### src/rtl/aes_pkg.sv
// Shared AES constants and the control-state encoding used by the byte-serial
// SubBytes-family blocks.
package aes_pkg;

  localparam int AES_BLOCK_W   = 128;
  localparam int AES_NUM_BYTES = 16;

  typedef enum logic [1:0] {
    IDLE = 2'd0,
    RUN  = 2'd1,
    FIN  = 2'd2
  } aes_fsm_t;

endpackage

### src/rtl/inv_sbox.sv
// Combinational FIPS-197 inverse S-box: one byte in, one byte out.
module inv_sbox (
  input  logic [7:0] value,
  output logic [7:0] result
);

  logic [127:0] row;
  logic [6:0]   shift;

  // Each row holds 16 table entries, column 0 in the most significant byte.
  always_comb begin
    row = '0;
    case (value[7:4])
      4'h0: row = 128'h52096ad53036a538bf40a39e81f3d7fb;
      4'h1: row = 128'h7ce339829b2fff87348e4344c4dee9cb;
      4'h2: row = 128'h547b9432a6c2233dee4c950b42fac34e;
      4'h3: row = 128'h082ea16628d924b2765ba2496d8bd125;
      4'h4: row = 128'h72f8f66486689816d4a45ccc5d65b692;
      4'h5: row = 128'h6c704850fdedb9da5e154657a78d9d84;
      4'h6: row = 128'h90d8ab008cbcd30af7e45805b8b34506;
      4'h7: row = 128'hd02c1e8fca3f0f02c1afbd0301138a6b;
      4'h8: row = 128'h3a9111414f67dcea97f2cfcef0b4e673;
      4'h9: row = 128'h96ac7422e7ad3585e2f937e81c75df6e;
      4'ha: row = 128'h47f11a711d29c5896fb7620eaa18be1b;
      4'hb: row = 128'hfc563e4bc6d279209adbc0fe78cd5af4;
      4'hc: row = 128'h1fdda8338807c731b11210592780ec5f;
      4'hd: row = 128'h60517fa919b54a0d2de57a9f93c99cef;
      4'he: row = 128'ha0e03b4dae2af5b0c8ebbb3c83539961;
      4'hf: row = 128'h172b047eba77d626e169146355210c7d;
      default: row = '0;
    endcase
  end

  assign shift  = {~value[3:0], 3'b000};
  assign result = row[shift +: 8];

endmodule

### src/rtl/inv_subbytes.sv
// Byte-serial AES InvSubBytes: captures the state on an accepted start and
// substitutes BYTES_PER_CYCLE bytes per cycle into state_out.
// Handshake: start is accepted only when busy is low; done then stays high
// with state_out stable until the next accepted start clears both.
module inv_subbytes
  import aes_pkg::*;
#(
  parameter int BYTES_PER_CYCLE = 1
) (
  input  logic                   clk,
  input  logic                   rst_n,
  input  logic                   start,
  input  logic [AES_BLOCK_W-1:0] state_in,
  output logic [AES_BLOCK_W-1:0] state_out,
  output logic                   busy,
  output logic                   done
);

  localparam int B     = BYTES_PER_CYCLE;
  localparam int N     = AES_NUM_BYTES / B;
  localparam int GW    = 8 * B;
  localparam int IDX_W = (N > 1) ? $clog2(N) : 1;

  if (!(B == 1 || B == 2 || B == 4 || B == 8 || B == 16)) begin : g_bad_width
    $error("inv_subbytes: BYTES_PER_CYCLE must be 1, 2, 4, 8 or 16");
  end

  aes_fsm_t               state_q, state_d;
  logic                   accept;
  logic                   last_group;
  logic [IDX_W-1:0]       idx_q;
  logic [AES_BLOCK_W-1:0] cap_q;
  logic [AES_BLOCK_W-1:0] out_q;
  logic [AES_BLOCK_W-1:0] out_d;
  logic [GW-1:0]          group_in;
  logic [GW-1:0]          group_out;

  assign accept     = start && (state_q != RUN);
  assign last_group = (idx_q == IDX_W'(N - 1));

  always_ff @(posedge clk) begin
    if (!rst_n) begin
      state_q <= IDLE;
    end else begin
      state_q <= state_d;
    end
  end

  always_comb begin
    state_d = state_q;
    case (state_q)
      IDLE:    if (start) state_d = RUN;
      RUN:     if (last_group) state_d = FIN;
      FIN:     if (start) state_d = RUN;
      default: state_d = IDLE;
    endcase
  end

  always_comb begin
    busy = (state_q == RUN);
    done = (state_q == FIN);
  end

  always_comb begin
    group_in = '0;
    for (int n = 0; n < N; n++) begin
      if (idx_q == IDX_W'(n)) group_in = cap_q[n*GW +: GW];
    end
  end

  for (genvar g = 0; g < B; g++) begin : g_sbox
    inv_sbox u_inv_sbox (
      .value  (group_in[8*g +: 8]),
      .result (group_out[8*g +: 8])
    );
  end

  // Only the lanes of the current group change; later lanes keep reading 0.
  always_comb begin
    out_d = out_q;
    for (int n = 0; n < N; n++) begin
      if (idx_q == IDX_W'(n)) out_d[n*GW +: GW] = group_out;
    end
  end

  always_ff @(posedge clk) begin
    if (!rst_n) begin
      cap_q <= '0;
      out_q <= '0;
      idx_q <= '0;
    end else if (accept) begin
      cap_q <= state_in;
      out_q <= '0;
      idx_q <= '0;
    end else if (state_q == RUN) begin
      out_q <= out_d;
      if (!last_group) idx_q <= idx_q + 1'b1;
    end
  end

  assign state_out = out_q;

endmodule

### config.mk
export PLATFORM = sky130hd
export DESIGN_NAME = inv_subbytes
export DESIGN_NICKNAME = d
export VERILOG_FILES = /design/src/rtl/aes_pkg.sv /design/src/rtl/inv_sbox.sv /design/src/rtl/inv_subbytes.sv
export SDC_FILE = /design/constraint.sdc
export NUM_CORES = 1
export LEC_CHECK = 0
export ABC_CLOCK_PERIOD_IN_PS = 5500
export CAP_MARGIN = 20
export CORE_UTILIZATION = 30
export DETAILED_ROUTE_END_ITERATION = 16
export HOLD_SLACK_MARGIN = 0.02
export PLACE_DENSITY = 0.49
export SYNTH_ARGS = -nofsm -noshare
export SYNTH_HDL_FRONTEND = slang
export SYNTH_HIERARCHICAL = 1
export SYNTH_SLANG_ARGS = --single-unit
export TNS_END_PERCENT = 50
### constraint.sdc
create_clock -name clk -period 5.5 [get_ports clk]
set_clock_uncertainty 0.2 [all_clocks]
set_input_delay 1.375 -clock clk [delete_from_list [all_inputs] [get_ports clk]]
set_output_delay 1.375 -clock clk [all_outputs]
set_load 0.01 [all_outputs]
==> impl_metrics.ini <==
[timing]
rsz0062_at_grt = yes
slew_headroom = 0.375
period_share = 0.947
min_period_ns = 5.21
hold_violations = 0
fmaxAchievable_mhz = 192
maxSlewViolCount = 0
worst_slew_pin_slew_ns = 0.937
setup_viol = 0

[cells_and_area]
n_antenna_cell = 0
nNetsFinal = 2313
final_cell_area_um2 = 19500
area_growth_pct = 33.7
final_cells = 2797
drive_gt1_frac = 0.110

[floorplanning]
coreArea_um2 = 47900
die_y_um = 223
num_rows = 80
fp.dieW_um = 223
io_pins = 261
start_util = 0.305
die_area_um2 = 49600

[critical_path]
worstPathRequired_ns = 5.75
worstPathMaxFanout = 17
worstSetupPathType = reg2reg
start_kind = register
crit_arrival_ns = 5.46
cp-end-kind = register

[power]
ir_worst_vdd_mv = 0.221
leakagePower_nw = 7.01
powerDensity_nw_per_um2 = 289
clkPwrFrac = 0.384
p_int_w = 0.00386
power.share.switching = 0.317
combinationalPowerShare = 0.261
switching_power_w = 0.00179
p_seq_frac = 0.355

[yosys]
synth_warnings = 6
synth.top_cell.area_share = 0.359
async_flop_share = 0
synth_flop_cell = dfxtp_1
synth_enable_flop_cells = 0
syn_nets = 2069
netlist-cell-type-count = 92
synthTopCellsByCount = nand2_1 (430), dfxtp_1 (262), a21oi_1 (147)
synth_seq_cells = 262
synth_cells = 1915
syn_area_per_cell_um2 = 7.64
synthTopCellsByArea = dfxtp_1 (36%), nand2_1 (11%), a21boi_0 (6.7%), a21oi_1 (5.0%), mux2i_1 (4.2%)
synth_area_um2 = 14600
synth.largest_area_cell = dfxtp_1
seq_area_frac_synth = 0.359
synth.most_common_cell = nand2_1

[cts]
cts_tree = built
cts_root_buf = clkbuf_16
h-tree-depth = 1
clk_latency_ns = 0.60
cts_buffers = 30
clock-sinks = 262
clk_path_buf_depth = 3
post-cts-setup-buffers = 0
clkTransAtPathRegs_ns = 0.06

[worst_hold_path]
min-delay-path-class = reg2reg

[global_route]
antenna_found_initial = 0
grt_use_total = 0.266
grt_overflow = 0
grt_max_degree = 131
grt_pass1_vias = 14800
grt_first_pass_wirelength_um = 99900

[placement]
dpl.hpwl_um = 49800
dp.cells = 2741
port_buffers = 260
gp_congestion = 0.997
placed_cell_area_um2 = 18400

[run]
max-cap-violations = 0

[route]
drt_first_pass_iters = 5
drt_iter0_drc = 1238
via_per_inst = 5.44
vias = 15200
wirelength_um = 67100
drc = 0
ant_nets = 0
routedWlPerCell_um = 24.0

[outcome]
status = finished clean
## timing repair
action                                 CTS  global route
setup endpoints to repair                0            45
resized for setup                        0             4
endpoints found under the hold margin    0             0
hold buffers                             0             0
## metal layers
metal	global-route usage	wire (um)
met5	0	0
met4	0.119	3290
met3	0.0288	2670
met2	0.442	31600
met1	0.347	29600
## path summary, 6_finish.rpt
| kind | start | end | slack [ns] | cells after the start |
|---|---|---|---|---|
| max reg2reg | idx_q[1]$_SDFFE_PP0P_ | state_out[35]$_SDFFE_PP0P_ | 0.29 | 22 |
| max | idx_q[1]$_SDFFE_PP0P_ | state_out[35]$_SDFFE_PP0P_ | 0.29 | 22 |
| min | state_out[22]$_SDFFE_PP0P_ | state_out[22]$_SDFFE_PP0P_ | 0.25 | 2 |
| min reg2reg | state_out[22]$_SDFFE_PP0P_ | state_out[22]$_SDFFE_PP0P_ | 0.25 | 2 |
## critical path: stages, from the launching register on
cell,delay [ns]
dfxtp_1,0.38
inv_1,0.11
ha_2,0.25
buf_4,0.21
inv_2,0.31
a31oi_1,0.14
o21ai_0,0.29
a221oi_1,0.15
buf_4,0.18
o32ai_2,0.22
inv_1,0.17
buf_4,0.19
ha_1,0.23
buf_4,0.18
buf_4,0.16
nor2b_1,0.16
o311ai_0,0.33
nand3_1,0.12
and3_1,0.17
or4_1,0.49
buf_4,0.23
mux2i_1,0.15
nor2_1,0.05
## kinds of logic (layout without fill, tap and decap cells)
logic type      after synthesis  count (layout)  share of synthesized area
xor+xnor                      6               6                    0.00359
mux                          66              66                     0.0471
fa+ha+maj                    23              23                     0.0197
buf+inv                     206             473                     0.0693
flops                       262             262                      0.359
simple gates                785             785                      0.243
compound gates              567             567                      0.259
## area by class of cell
type                            count  area [um^2]
Tap cell                          615          769
Inverter                           19         76.3
Multi-Input combinational cell   1447         8450
Fill cell                        4977        28400
Timing Repair Buffer              399         3910
Clock buffer                       43          870
Clock inverter                     12          220
Sequential cell                   262         5250
## cells in the final DEF, fill, tap and decap left out, types with 9 or more instances in the layout
| master | n |
|---|---|
| dfxtp_1 | 262 |
| nand3_1 | 94 |
| mux2i_1 | 61 |
| o311ai_0 | 16 |
| clkdlybuf4s50_1 | 259 |
| o21ai_0 | 80 |
| nor2b_1 | 27 |
| nand2_1 | 427 |
| o221ai_1 | 13 |
| a31oi_1 | 24 |
| buf_12 | 20 |
| o211ai_1 | 20 |
| ha_1 | 19 |
| buf_4 | 119 |
| a21boi_0 | 131 |
| clkbuf_16 | 30 |
| a21oi_1 | 146 |
| nand2b_1 | 21 |
| and2_1 | 10 |
| nor3b_1 | 9 |
| inv_1 | 14 |
| nor3_1 | 20 |
| nor2_1 | 119 |
| a221oi_1 | 10 |
| o22ai_1 | 13 |
| a211oi_1 | 19 |
## registers in the layout, indices dropped and copies added (netlist names)
signal	cells
cap_q	128
state_out	128
idx_q	4
state_q	2
## power groups by stage
stage	sequential (W)	combinational, W	clock (W)
after global routing	0.00201	0.00156	0.00230
after detailed placement	0.00204	0.00145	0
after floorplan	0.00203	0.000738	0
final	0.00200	0.00148	0.00217
after global placement	0.00204	0.00148	0
after CTS	0.00200	0.00146	0.00223
## per-stage QoR
stage                     power [W]  utilization  hold slack (ns)  TNS [ns]  setup WS (ns)
final                       0.00565        0.408            0.252         0          0.289
after global routing        0.00587        0.408            0.273    -0.219        -0.0480
after CTS                   0.00569        0.407            0.255         0          0.159
after detailed placement    0.00350        0.384            0.247         0          0.204
after global placement      0.00352        0.384            0.242         0          0.119
after floorplan             0.00277            -            0.239         0          0.170
No activity file was read; power rests on OpenSTA's default activity.
